## src/rtl/mem_ctrl_pkg.sv

```systemverilog
// Shared types and constants for the memory access controller.
// Includes the state and grant encodings plus the legal READ_LAT range check.
package mem_ctrl_pkg;

  typedef enum logic [1:0] {
    IDLE,
    RD_WAIT,
    WR,
    RESP
  } state_e;

  typedef enum logic {
    GNT_IF,
    GNT_DM
  } grant_e;

  localparam int unsigned BYTE_OFF = 2;

  function automatic bit read_lat_ok(input int unsigned lat);
    return (lat >= 1) && (lat <= 4);
  endfunction

endpackage

```

## src/rtl/mem_arbiter.sv

```systemverilog
// Two-way arbiter between fetch and data channels.
// When both channels request, priority alternates based on the last grant.
module mem_arbiter
  import mem_ctrl_pkg::*;
(
  input  logic   clk,
  input  logic   reset,
  input  logic   if_req,
  input  logic   dm_req,
  input  logic   enable,
  output grant_e grant,
  output logic   grant_valid
);

  grant_e last_q;

  always_comb begin
    if (if_req && dm_req) begin
      grant = (last_q == GNT_DM) ? GNT_IF : GNT_DM;
    end else if (dm_req) begin
      grant = GNT_DM;
    end else begin
      grant = GNT_IF;
    end
    grant_valid = enable && (if_req || dm_req);
  end

  always_ff @(posedge clk or negedge reset) begin
    if (!reset) begin
      last_q <= GNT_IF;
    end else if (grant_valid) begin
      last_q <= grant;
    end
  end

endmodule

```

## src/rtl/mem_access_ctrl.sv

```systemverilog
// Memory-side initiator for the multicycle core: arbitrates fetch and data
// requests, drives Adr/WD/WE, waits out read latency and acks each channel.
module mem_access_ctrl
  import mem_ctrl_pkg::*;
#(
  parameter int unsigned DATA_WIDTH = 32,
  parameter int unsigned ADDR_WIDTH = 8,
  parameter int unsigned READ_LAT   = 1
) (
  input  logic                  clk,
  input  logic                  reset,
  input  logic                  if_req,
  input  logic [31:0]           if_addr,
  output logic                  if_ack,
  output logic [DATA_WIDTH-1:0] if_rdata,
  input  logic                  dm_req,
  input  logic                  dm_we,
  input  logic [31:0]           dm_addr,
  input  logic [DATA_WIDTH-1:0] dm_wdata,
  output logic                  dm_ack,
  output logic [DATA_WIDTH-1:0] dm_rdata,
  output logic                  misalign,
  output logic                  busy,
  output logic [ADDR_WIDTH-1:0] Adr,
  output logic [DATA_WIDTH-1:0] WD,
  output logic                  WE,
  input  logic [DATA_WIDTH-1:0] RD
);

  if (!read_lat_ok(READ_LAT)) begin : g_read_lat_check
    $error("mem_access_ctrl: READ_LAT must be in 1..4");
  end

  localparam logic [2:0] LAT_INIT = 3'(READ_LAT);

  state_e state, state_nxt;
  grant_e grant, gnt_q, gnt_nxt;
  logic   grant_valid;
  logic   mis_q, mis_nxt;
  logic [2:0] cnt, cnt_nxt;

  logic [ADDR_WIDTH-1:0] adr_nxt;
  logic [DATA_WIDTH-1:0] wd_nxt, if_rdata_nxt, dm_rdata_nxt;
  logic we_nxt, if_ack_nxt, dm_ack_nxt, misalign_nxt, busy_nxt;

  logic [31:0] sel_addr;
  logic        sel_we, sel_mis;
  logic        unused_addr_bits;

  mem_arbiter u_arb (
    .clk         (clk),
    .reset       (reset),
    .if_req      (if_req),
    .dm_req      (dm_req),
    .enable      (state == IDLE),
    .grant       (grant),
    .grant_valid (grant_valid)
  );

  assign sel_addr = (grant == GNT_DM) ? dm_addr : if_addr;
  assign sel_we   = (grant == GNT_DM) && dm_we;
  assign sel_mis  = (sel_addr[BYTE_OFF-1:0] != '0);
  // Upper address bits are dropped on purpose: the word address wraps.
  assign unused_addr_bits = ^sel_addr[31:ADDR_WIDTH+BYTE_OFF];

  always_ff @(posedge clk or negedge reset) begin
    if (!reset) begin
      state    <= IDLE;
      gnt_q    <= GNT_IF;
      mis_q    <= 1'b0;
      cnt      <= '0;
      Adr      <= '0;
      WD       <= '0;
      WE       <= 1'b0;
      if_ack   <= 1'b0;
      dm_ack   <= 1'b0;
      misalign <= 1'b0;
      if_rdata <= '0;
      dm_rdata <= '0;
      busy     <= 1'b0;
    end else begin
      state    <= state_nxt;
      gnt_q    <= gnt_nxt;
      mis_q    <= mis_nxt;
      cnt      <= cnt_nxt;
      Adr      <= adr_nxt;
      WD       <= wd_nxt;
      WE       <= we_nxt;
      if_ack   <= if_ack_nxt;
      dm_ack   <= dm_ack_nxt;
      misalign <= misalign_nxt;
      if_rdata <= if_rdata_nxt;
      dm_rdata <= dm_rdata_nxt;
      busy     <= busy_nxt;
    end
  end

  always_comb begin
    state_nxt = state;
    case (state)
      IDLE: begin
        if (grant_valid) begin
          if (sel_mis)     state_nxt = RESP;
          else if (sel_we) state_nxt = WR;
          else             state_nxt = RD_WAIT;
        end
      end
      RD_WAIT: if (cnt == 3'd1) state_nxt = RESP;
      WR:      state_nxt = RESP;
      RESP:    state_nxt = IDLE;
      default: state_nxt = IDLE;
    endcase
  end

  // Outputs are computed as next-cycle values so every port comes from a flop.
  always_comb begin
    gnt_nxt      = gnt_q;
    mis_nxt      = mis_q;
    cnt_nxt      = cnt;
    adr_nxt      = Adr;
    wd_nxt       = WD;
    if_rdata_nxt = if_rdata;
    dm_rdata_nxt = dm_rdata;
    case (state)
      IDLE: begin
        if (grant_valid) begin
          gnt_nxt = grant;
          mis_nxt = sel_mis;
          if (!sel_mis) begin
            adr_nxt = sel_addr[ADDR_WIDTH+BYTE_OFF-1:BYTE_OFF];
            if (sel_we) wd_nxt  = dm_wdata;
            else        cnt_nxt = LAT_INIT;
          end
        end
      end
      RD_WAIT: begin
        cnt_nxt = cnt - 3'd1;
        if (cnt == 3'd1) begin
          if (gnt_q == GNT_DM) dm_rdata_nxt = RD;
          else                 if_rdata_nxt = RD;
        end
      end
      default: ;
    endcase
    we_nxt       = (state_nxt == WR);
    if_ack_nxt   = (state_nxt == RESP) && (gnt_nxt == GNT_IF);
    dm_ack_nxt   = (state_nxt == RESP) && (gnt_nxt == GNT_DM);
    misalign_nxt = (state_nxt == RESP) && mis_nxt;
    busy_nxt     = (state_nxt != IDLE);
  end

endmodule

```

## config.mk

```make
export PLATFORM = sky130hd
export DESIGN_NAME = mem_access_ctrl
export DESIGN_NICKNAME = d
export VERILOG_FILES = /design/src/rtl/mem_ctrl_pkg.sv /design/src/rtl/mem_arbiter.sv /design/src/rtl/mem_access_ctrl.sv
export SDC_FILE = /design/constraint.sdc
export NUM_CORES = 1
export LEC_CHECK = 0
export ABC_AREA = 1
export CAP_MARGIN = 20
export CORE_ASPECT_RATIO = 0.5
export CORE_MARGIN = 5
export CORE_UTILIZATION = 40
export DETAILED_ROUTE_END_ITERATION = 8
export GPL_TIMING_DRIVEN = 0
export PLACE_DENSITY = 0.81
export REMOVE_ABC_BUFFERS = 1
export SKIP_LAST_GASP = 1
export SLEW_MARGIN = 20
export SYNTH_ARGS = -nofsm -noshare
export SYNTH_HDL_FRONTEND = slang
export SYNTH_SLANG_ARGS = --single-unit
```

## constraint.sdc

```tcl
create_clock -name clk -period 1.7 [get_ports clk]
set_input_delay 0.17 -clock clk [delete_from_list [all_inputs] [get_ports clk]]
set_output_delay 0.17 -clock clk [all_outputs]
set_load 0.01 [all_outputs]
```

==> summary.md <==
| Metric | Value |
|---|---|
| Startpoint Class | `flop` |
| Most used DFF post-synth | `dfrtp_1` |
| Clock Power Share | `0.235` |
| Pins over their slew limit | `0` |
| Clock transition at path regs | `60 ps` |
| Max incr delay on CP | `350 ps` |
| Critical Path AT | `2020 ps` |
| Total global routing track utilization | `0.194` |
| Slack of the critical path | `-10.7 ps` |
| Status | `finished, violations left` |
| Core ar. | `11700 sq um` |
| Initial Util | `0.403` |
| Sequential Area | `2930 sq um` |
| Final setup fails | `1` |
| Top cells by area, synth | `dfrtp_1 62%, nand2_1 16%, o21ai_2 3.9%` |
| WP data required | `2010 ps` |
| HP Class | `primary input to asynchronous set/reset pin` |
| GPL Wtd Cong | `0.751` |
| Final instance area | `7710 sq um` |
| Synthesized flop and latch total | `117` |
| Post-DRT Antenna Nets | `0` |
| Fill cells | `877` |
| Worst slew pin tran | `515 ps` |
| # rows | `28` |
| Area growth syn-to-layout | `64.1%` |
| Vias in the first global route | `4183` |
| Post-DP HPWL | `8700 um` |
| Syn Std Cell Area | `4700 sq um` |
| Minimum clock period after layout | `1710 ps` |
| Initial drt markers | `322` |
| Max_cap viols | `0` |
| Synthesized instance count | `497` |
| Switching pwr | `0.00517 W` |
| Combinational share of power | `0.437` |
| CTS tree | `built` |
| GR Overflow Total | `0` |
| I/O pin total | `242` |
| F_max | `585 MHz` |
| WP depth | `8` |
| Clock Path Buffers | `2` |
| GR Layer Usage met1 | `0.229` |
| Antenna violations before repair | `0` |
| Area leader, netlist | `dfrtp_1` |
| H-tree Lvls | `4` |
| Failing checks | `negative setup slack` |
| Slowest CP cell | `dfrtp_1` |
| Period utilisation layout | `1.01` |
| Cell mode on critical path | `nand2_1` |
| Crit-path cells | `nand2_1 > nand2_4 > nand2_1 > nand2_2 > nand2_1 > inv_4 > nor2_1 > a31oi_1` |
| Lkg Pwr | `3.64 nW` |
| Yosys warnings | `0` |
| Fraction of layout cells with a size suffix above 1 | `0.128` |
| Placed cell area | `6800 sq um` |
| DIE HEIGHT | `86.6 um` |
| Final Skew | `7.19 ps` |
| Root Driver | `clkbuf_16` |
| N_diodes | `0` |
| Routed Wire Length | `15100 um` |
| Most frequent cell after synthesis | `nand2_1` |
| Worst skew pair latency | `410 ps` |
| Tot Pwr | `0.0149 W` |
| Die Wd | `163 um` |
| EDFF count, synth | `0` |
| Die area | `14100 sq um` |
| CTS sink cnt | `117` |
| Via count | `4209` |
| RSZ-0062 raised after global routing | `yes` |
| Seq pwr share | `0.329` |
| DRC viols | `0` |
| Setup Crit Path Kind | `flop to flop` |
| Drt first pass iters | `4` |
| Hold Slack | `279 ps` |
| Critical path's top delay family | `simple AND/OR/NAND/NOR gates` |
| Post-DR vias/cell | `4.72` |
| Met2 usage | `0.343` |
| Port Buffers | `197` |
| Yosys cell types | `20` |
| R2r worst-path depth | `8` |
| Largest net degree at the start of global routing | `72` |
| Footprint of the multi-input gates | `1600 sq um` |
| Final #Nets | `852` |
| P_int | `0.00972 W` |
| Global-route track usage on met3 | `0.0475` |
| TritonCTS Buffers | `17` |
| Post-synth ARST share | `1.00` |
| First-pass GRT wire length | `21400 um` |
| Syn Area/Cell | `9.45 sq um` |
| Slew HR | `0.656` |
| WP buf/inv | `1` |
| Sequential fraction of the synthesis area | `0.623` |
| Busiest grt layer | `met2` |
| Crit end category | `flop` |
| Synth cell count leaders | `194 x nand2_1, 117 x dfrtp_1, 44 x inv_1` |
| Average wire per standard cell | `16.9 um` |
| Worst VDD drop | `0.900 mV` |
| Sw frac | `0.347` |
| CP max FO | `16` |
| PD cells | `1930 nW/um^2` |
| Top cell type's share of synthesized area | `0.623` |
| Final Hold Viols | `0` |
cell type report:
type / count / area share
flip-flops and latches: 117 / 0.380
repair buffers: 213 / 0.287
multi-input cells: 316 / 0.207
clock inverters: 13 / 0.0174
clock buffers: 19 / 0.0575
inverters: 48 / 0.0247
well taps: 165 / 0.0268
worst paths after layout:
kind,start,endpoint,slack (ps)
max,u_arb.last_q$_DFFE_PN0N_,Adr[3]$_DFFE_PN0P_,-10
min,reset,dm_rdata[27]$_DFFE_PN0P_,280
max reg2reg,u_arb.last_q$_DFFE_PN0N_,Adr[3]$_DFFE_PN0P_,-10
min reg2reg,WD[15]$_DFFE_PN0P_,WD[15]$_DFFE_PN0P_,480
max in group asynchronous,reset,WD[12]$_DFFE_PN0P_,710
min in group clk,dm_wdata[17],WD[17]$_DFFE_PN0P_,290
layer usage:
| metal | vias up | part of all wire | wire, um |
|---|---|---|---|
| li1 | 1995 | - | - |
| met1 | 2077 | 0.40 | 6100 |
| met2 | 112 | 0.54 | 8090 |
| met3 | 25 | 0.039 | 584 |
| met4 | 0 | 0.022 | 330 |
| met5 | - | 0 | 0 |
flip-flops by register name, indices dropped and copies added, names as in the netlist:
register / flops
gnt_q: 1
dm_rdata: 32
Adr: 8
state: 2
mis_q: 1
if_ack: 1
u_arb.last_q: 1
WE: 1
cnt: 3
WD: 32
if_rdata: 32
dm_ack: 1
misalign: 1
busy: 1
per-stage QoR:
stage,TNS (ps),cells,utilization,setup WS [ps]
after floorplan,-43730,476,-,-732
after global placement,-596540,838,0.576,-4040
after detailed placement,-47580,840,0.582,-1120
after CTS,-366,879,0.642,-27.5
after global routing,-318,891,0.661,-84.2
final,-10.7,891,0.661,-10.7
placed cells by master (no fill, tap or decap), drive strengths merged:
cell           netlist  final
nand2              196    196
a31oi                8      8
clkinv               0      5
nor2                18     18
ha                   6      6
dfrtp              117    117
clkbuf               6     22
bufinv               0      2
clkdlybuf4s50        0    196
or2                  1      1
xor2                 1      1
a21oi                4      4
inv                 48     48
dlygate4sd3          0      1
buf                 15     13
nand3                7     12
clkinvlp             0      6
o21ai               70     70
power groups by stage:
stage	clock [W]	sequential (W)	combinational [W]
after global placement	0	0.00479	0.00570
after floorplan	0	0.00540	0.00186
after CTS	0.00353	0.00487	0.00611
final	0.00350	0.00489	0.00650
after global routing	0.00368	0.00507	0.00699
after detailed placement	0	0.00484	0.00587
timing repair:
action	4_1_cts	5_1_grt
hold buffers	1	0
cloned	2	8
gates resized for setup	10	16
endpoints found under the setup margin	101	111
pin swaps	3	1
hold endpoints to repair	46	0
buffers inserted	4	4
kinds of logic (layout without fill, tap and decap cells):
family / after synthesis / in the layout / synth area share
compound gates: 82 / 82 / 0.106
fa+ha+maj: 6 / 6 / 0.0160
buf+inv: 69 / 293 / 0.0706
simple gates: 222 / 227 / 0.182
xor+xnor: 1 / 1 / 0.00187
flops: 117 / 117 / 0.623
Note: power is estimated with default switching activity, not from simulation.
